==> src/rtl/data_sync_handshake.sv <==
// Destination-domain bus synchronizer: synchronizes a level enable, captures the
// foreign bus on its rising edge and holds it in a valid/ready register with overrun.
module data_sync_handshake #(
    parameter int NUM_STAGES = 2,
    parameter int BUS_WIDTH  = 8
) (
    input  logic                 CLK,
    input  logic                 RST,
    input  logic [BUS_WIDTH-1:0] UNSYNC_BUS,
    input  logic                 BUS_ENABLE,
    input  logic                 DEST_READY,
    input  logic                 CLR_OVERRUN,
    output logic [BUS_WIDTH-1:0] SYNC_BUS,
    output logic                 ENABLE_PULSE,
    output logic                 SYNC_VALID,
    output logic                 OVERRUN
);

    logic [NUM_STAGES-1:0] chain;
    logic                  en_d;
    logic                  cap;

    // Metastability chain for the level enable plus one flop for edge detection.
    always_ff @(posedge CLK) begin
        if (RST) begin
            chain <= '0;
            en_d  <= 1'b0;
        end else begin
            chain <= {chain[NUM_STAGES-2:0], BUS_ENABLE};
            en_d  <= chain[NUM_STAGES-1];
        end
    end

    assign cap = chain[NUM_STAGES-1] & ~en_d;

    always_ff @(posedge CLK) begin
        if (RST) begin
            SYNC_BUS     <= '0;
            ENABLE_PULSE <= 1'b0;
        end else begin
            ENABLE_PULSE <= cap;
            if (cap) begin
                SYNC_BUS <= UNSYNC_BUS;
            end
        end
    end

    // A capture always wins over consumption, so data landing on an accept stays valid.
    always_ff @(posedge CLK) begin
        if (RST) begin
            SYNC_VALID <= 1'b0;
        end else if (cap) begin
            SYNC_VALID <= 1'b1;
        end else if (SYNC_VALID && DEST_READY) begin
            SYNC_VALID <= 1'b0;
        end
    end

    // Setting the sticky flag takes priority over a clear on the same edge.
    always_ff @(posedge CLK) begin
        if (RST) begin
            OVERRUN <= 1'b0;
        end else if (cap && SYNC_VALID && !DEST_READY) begin
            OVERRUN <= 1'b1;
        end else if (CLR_OVERRUN) begin
            OVERRUN <= 1'b0;
        end
    end

endmodule

==> config.mk <==
export PLATFORM = sky130hd
export DESIGN_NAME = data_sync_handshake
export DESIGN_NICKNAME = d
export VERILOG_FILES = /design/src/rtl/data_sync_handshake.sv
export SDC_FILE = /design/constraint.sdc
export NUM_CORES = 1
export LEC_CHECK = 0
export ABC_AREA = 0
export BUFFER_PORTS_ARGS = -buffer_cell sky130_fd_sc_hd__buf_2
export CELL_PAD_IN_SITES_DETAIL_PLACEMENT = 1
export CELL_PAD_IN_SITES_GLOBAL_PLACEMENT = 2
export CORE_MARGIN = 2
export CORE_UTILIZATION = 24
export CTS_BUF_LIST = sky130_fd_sc_hd__clkbuf_2 sky130_fd_sc_hd__clkbuf_4 sky130_fd_sc_hd__clkbuf_8
export DETAILED_ROUTE_END_ITERATION = 10
export HOLD_SLACK_MARGIN = 0.05
export PLACE_DENSITY = 0.77
export RECOVER_POWER = 25
export SLEW_MARGIN = 15
export SYNTH_ARGS = -nofsm -noshare
export SYNTH_HDL_FRONTEND = slang
export SYNTH_SLANG_ARGS = --single-unit
export TNS_END_PERCENT = 100
==> constraint.sdc <==
create_clock -name CLK -period 1.2 [get_ports CLK]
set_input_delay 0.12 -clock CLK [delete_from_list [all_inputs] [get_ports CLK]]
set_output_delay 0.12 -clock CLK [all_outputs]
set_load 0.01 [all_outputs]
# Yosys cells after proc, flatten, opt, wreduce, memory -nomap -nowiden
# Cells that the tools add are included.
dict set report word_totals {
  register_bits 14
  input_bits 13
  out_inout_bits 11
  wordCells 18
}
dict set report classes {
  muxes 4
  bitwise_logic 2
  reduce_logical 6
}
# cell count
set ops {}
lappend ops {{2-to-1 mux 1 bit} 4}
lappend ops {{nonzero test 2 bit} 2}
lappend ops {{logical AND 1 bit} 3}
lappend ops {{bitwise AND 1 bit} 1}
lappend ops {{zero test 1 bit} 1}
lappend ops {{inverter 1 bit} 1}

# Logic depth before layout (Yosys ltp)
dict set report logic_depth {
  ltp_word 5
  mapped_depth 4
  mapped_depth_nobuf 3
}

# Worst setup path after synthesis
# No wires, ideal clock.
dict set report synth_path {
  path_kind {reg-to-reg}
  from {reg en_d}
  to {reg SYNC_BUS[0]}
  setup_ns 0.119
  t_arrival_ns 0.690
  required_time_ns 1.081
  setup_slack_ns 0.391
  stages_incl_launch_ff 5
  path_buffers 1
  synth_period_minus_slack_ns 0.809
  cell_sequence {dfxtp_1 > nand2b_1 > buf_4 > nand2_1 > a21oi_1}
}
dict set report synth_between {
  elab_chain_cells 2
}
# item line_no
set synth_lines {}
lappend synth_lines {{start: declaration} 20} ;# logic en_d;
lappend synth_lines {{start signal: assignment} 30} ;# en_d <= chain[NUM_STAGES-1];
lappend synth_lines {{inverter 1 bit} 34} ;# assign cap = chain[NUM_STAGES-1] & ~en_d;
lappend synth_lines {{bitwise AND 1 bit} 34}
lappend synth_lines {{end signal: assignment} 38} ;# SYNC_BUS <= '0;
lappend synth_lines {{end signal: assignment} 43} ;# SYNC_BUS <= UNSYNC_BUS;
lappend synth_lines {{end: declaration} 13} ;# output logic [BUS_WIDTH-1:0] SYNC_BUS,
# Every way passes these cells.
# A chain may end at the register's enable or synchronous reset.

# Worst setup path after layout
dict set report layout_path {
  from {reg en_d}
  to {reg OVERRUN}
}
dict set report layout_between {
  elab_chain_cells 5
  elab_cells_between_ends 6
  cone_classes {1 x mux; 2 x bitwise; 3 x reduce/logical}
}
# item line_no
set layout_lines {}
lappend layout_lines {{inverter 1 bit *} 34}
lappend layout_lines {{bitwise AND 1 bit *} 34}
lappend layout_lines {{logical AND 1 bit * (2 in a row)} 63} ;# end else if (cap && SYNC_VALID && !DEST_READY) begin
lappend layout_lines {{2-to-1 mux 1 bit / nonzero test 2 bit (equally long branches)} -}
lappend layout_lines {{end signal: assignment} 62} ;# OVERRUN <= 1'b0;
lappend layout_lines {{end signal: assignment} 64} ;# OVERRUN <= 1'b1;
lappend layout_lines {{end signal: assignment} 66} ;# OVERRUN <= 1'b0;
lappend layout_lines {{end: declaration} 16} ;# output logic OVERRUN
# Mark *: on every way between the ends. The rest lies on a longest branch, timed or not.

==> flow_metrics.tcl <==
set metrics [dict create \
    vdd_drop_max_uv 537 \
    ys_top_cells_by_area "dfxtp_1 (61%), nand2_1 (13%), a21oi_1 (9.8%)" \
    path_depth 3 \
    async_flop_share 0 \
    critPathKind "reg2reg" \
    finalSetupViolCount 0 \
    drt_pass1_iterations 3 \
    ys_top_cells_by_count "nand2_1 (16), dfxtp_1 (14), a21oi_1 (9)" \
    ant_nets 0 \
    yosys.area.top_type "dfxtp_1" \
    worstSetupStartpoint "en_d" \
    syn_nets 65 \
    postSynthCellCount 52 \
    clock_skew_ns 0.00442 \
    cts_tree "done" \
    critPathMaxFanout 11 \
    power.leakage_nw 0.282 \
    htreeDepth 1 \
    crit_arrival_ns 1.25 \
    fin_setup_tns_ns 0 \
    io-pin-count 24 \
    ctsResizeCount 0 \
    rows 15 \
    whs_path_depth 2 \
    hold_path_class "in2reg" \
    grt_pass1_vias 400 \
    cellPowerDensity_mw_per_mm2 1390 \
    synth_area_um2 460 \
    path_clk_slew_ns 0.08 \
    r2r_cells 3 \
    pre_cts_ws_ns 0.117 \
    fin_area_um2 637 \
    hold_ws_ns 0.0630 \
    final_core_util 0.361 \
    die_h_um 47.8 \
    final_hold_viol_count 0 \
    finalCriticalPeriod_ns 1.09 \
    post_cts_buffers 0 \
    drive_gt1_frac 0.333 \
    worstPathRequired_ns 1.36 \
    clock-sinks 14 \
    r2r_start "en_d" \
    wl_per_cell_um 9.45 \
    die-area_mm2 0.00228 \
    synth_most_common_cell "nand2_1" \
    clock_latency_ns 0.27 \
    fin_ws_ns 0.110 \
    clockBufferDepth 2 \
    startpoint_type "flip-flop" \
    slew_headroom 0.724 \
    cp_top_family "simple AND/OR/NAND/NOR gates" \
    fmax_mhz 917 \
    cts_buffers 3 \
    rsz0062_at_grt "no" \
    postCtsHoldBufs 0 \
    diodes 0 \
    tightestPinTransition_ns 0.415 \
    vias_per_cell 4.05 \
    placed_area_um2 604 \
    routed_wirelength_um 973 \
    synth_edf_count 0 \
    areaGrowthSynthToFinish_pct 38.3 \
    ys_ff_latch 14 \
    drtIter0Drc 1 \
    ys_types 10 \
    grt_pass1_wl_um 1570 \
    gp_congestion 0.650 \
    report.final.slew_viol_count 0 \
    yosysTopAreaCellShare 0.609 \
    nFillCells 238 \
    grt_use_total 0.101 \
    cts-root-buf "clkbuf_4" \
    yosysWarnings 0 \
    synth.avg_cell_area_um2 8.85 \
    synth_flop_cell "dfxtp_1" \
    cp_slowest_cell "nand2b_1" \
    crit_path_cell_trace "nand2b_1, o22ai_1, nor2b_1" \
    slowest_delay_ns 0.36 \
    path_buf_inv 0 \
    drcViolationCount 0 \
    io_buffers 23 \
    grt_max_degree 15 \
    yosysSeqAreaShare 0.609 \
    dp.cells 99 \
    finalCritPeriodShare 0.909 \
    initial_core_util 0.261 \
    power_mw 0.886 \
    dp_hpwl_um 762 \
    core_area_mm2 0.00176 \
    nets 92 \
    antenna_found_initial 0 \
    endpoint_kind "flip-flop" \
    vias 417 \
    status "finished, final reports clean" \
    drv_cap 0 \
    stdcell_count 103 \
    gr-total-overflow 0 \
    min-delay-start "BUS_ENABLE" \
    chipWidth_um 47.8 \
]
## layout make-up
class	count	area (um^2)	share of cell area
Multi-Input combinational cell	34	159	0.250
Tap cell	25	31.3	0.0491
Clock buffer	4	36.3	0.0570
Sequential cell	14	280	0.440
Inverter	1	3.75	0.00589
Timing Repair Buffer	25	126	0.198
## where the power goes
group	total, mW	leakage (nW)	switching (mW)	internal (mW)
sequential	0.486	0.114	0.00620	0.480
combinational	0.0684	0.147	0.0348	0.0336
clock	0.332	0.0210	0.148	0.184
total	0.886	0.282	0.189	0.697
## routing by layer
metal  global-route usage  wire [um]
met5                    0          0
met3               0.0340         75
met1                0.112        432
met2                0.171        464
met4               0.0486          0
## worst paths after layout
check / to / slack (ns)
min reg2reg: chain[1] / 0.44
max: OVERRUN / 0.11
min: chain[0] / 0.06
max reg2reg: OVERRUN / 0.11
## registers in the layout (all words and copies together), names as in the netlist
register and flops:
chain 2, en_d 1, SYNC_VALID 1, OVERRUN 1, SYNC_BUS 8, ENABLE_PULSE 1
## worst register-to-register path: cells and delay by family (launching register included)
kind,cells,cell delay [ns]
AND/OR/NAND/NOR,2,0.51
AO/OA/AOI/OAI,1,0.14
flip-flops,1,0.33
## placed cells by master, fill, tap and decap left out
cell type	n
dfxtp_1	14
buf_4	2
buf_2	20
clkbuf_4	3
nand2b_1	2
o22ai_1	1
inv_1	1
clkbuf_8	1
clkbuf_1	3
nor2b_1	5
nor2_1	1
nand2_1	16
a21oi_1	9
## cells by family (layout without fill, tap and decap cells)
group           Yosys count  after routing  share of synthesized area
compound gates           10             10                      0.111
simple gates             24             24                      0.234
flops                    14             14                      0.609
buf+inv                   4             30                     0.0462
Power figures use the tool's default switching activity.
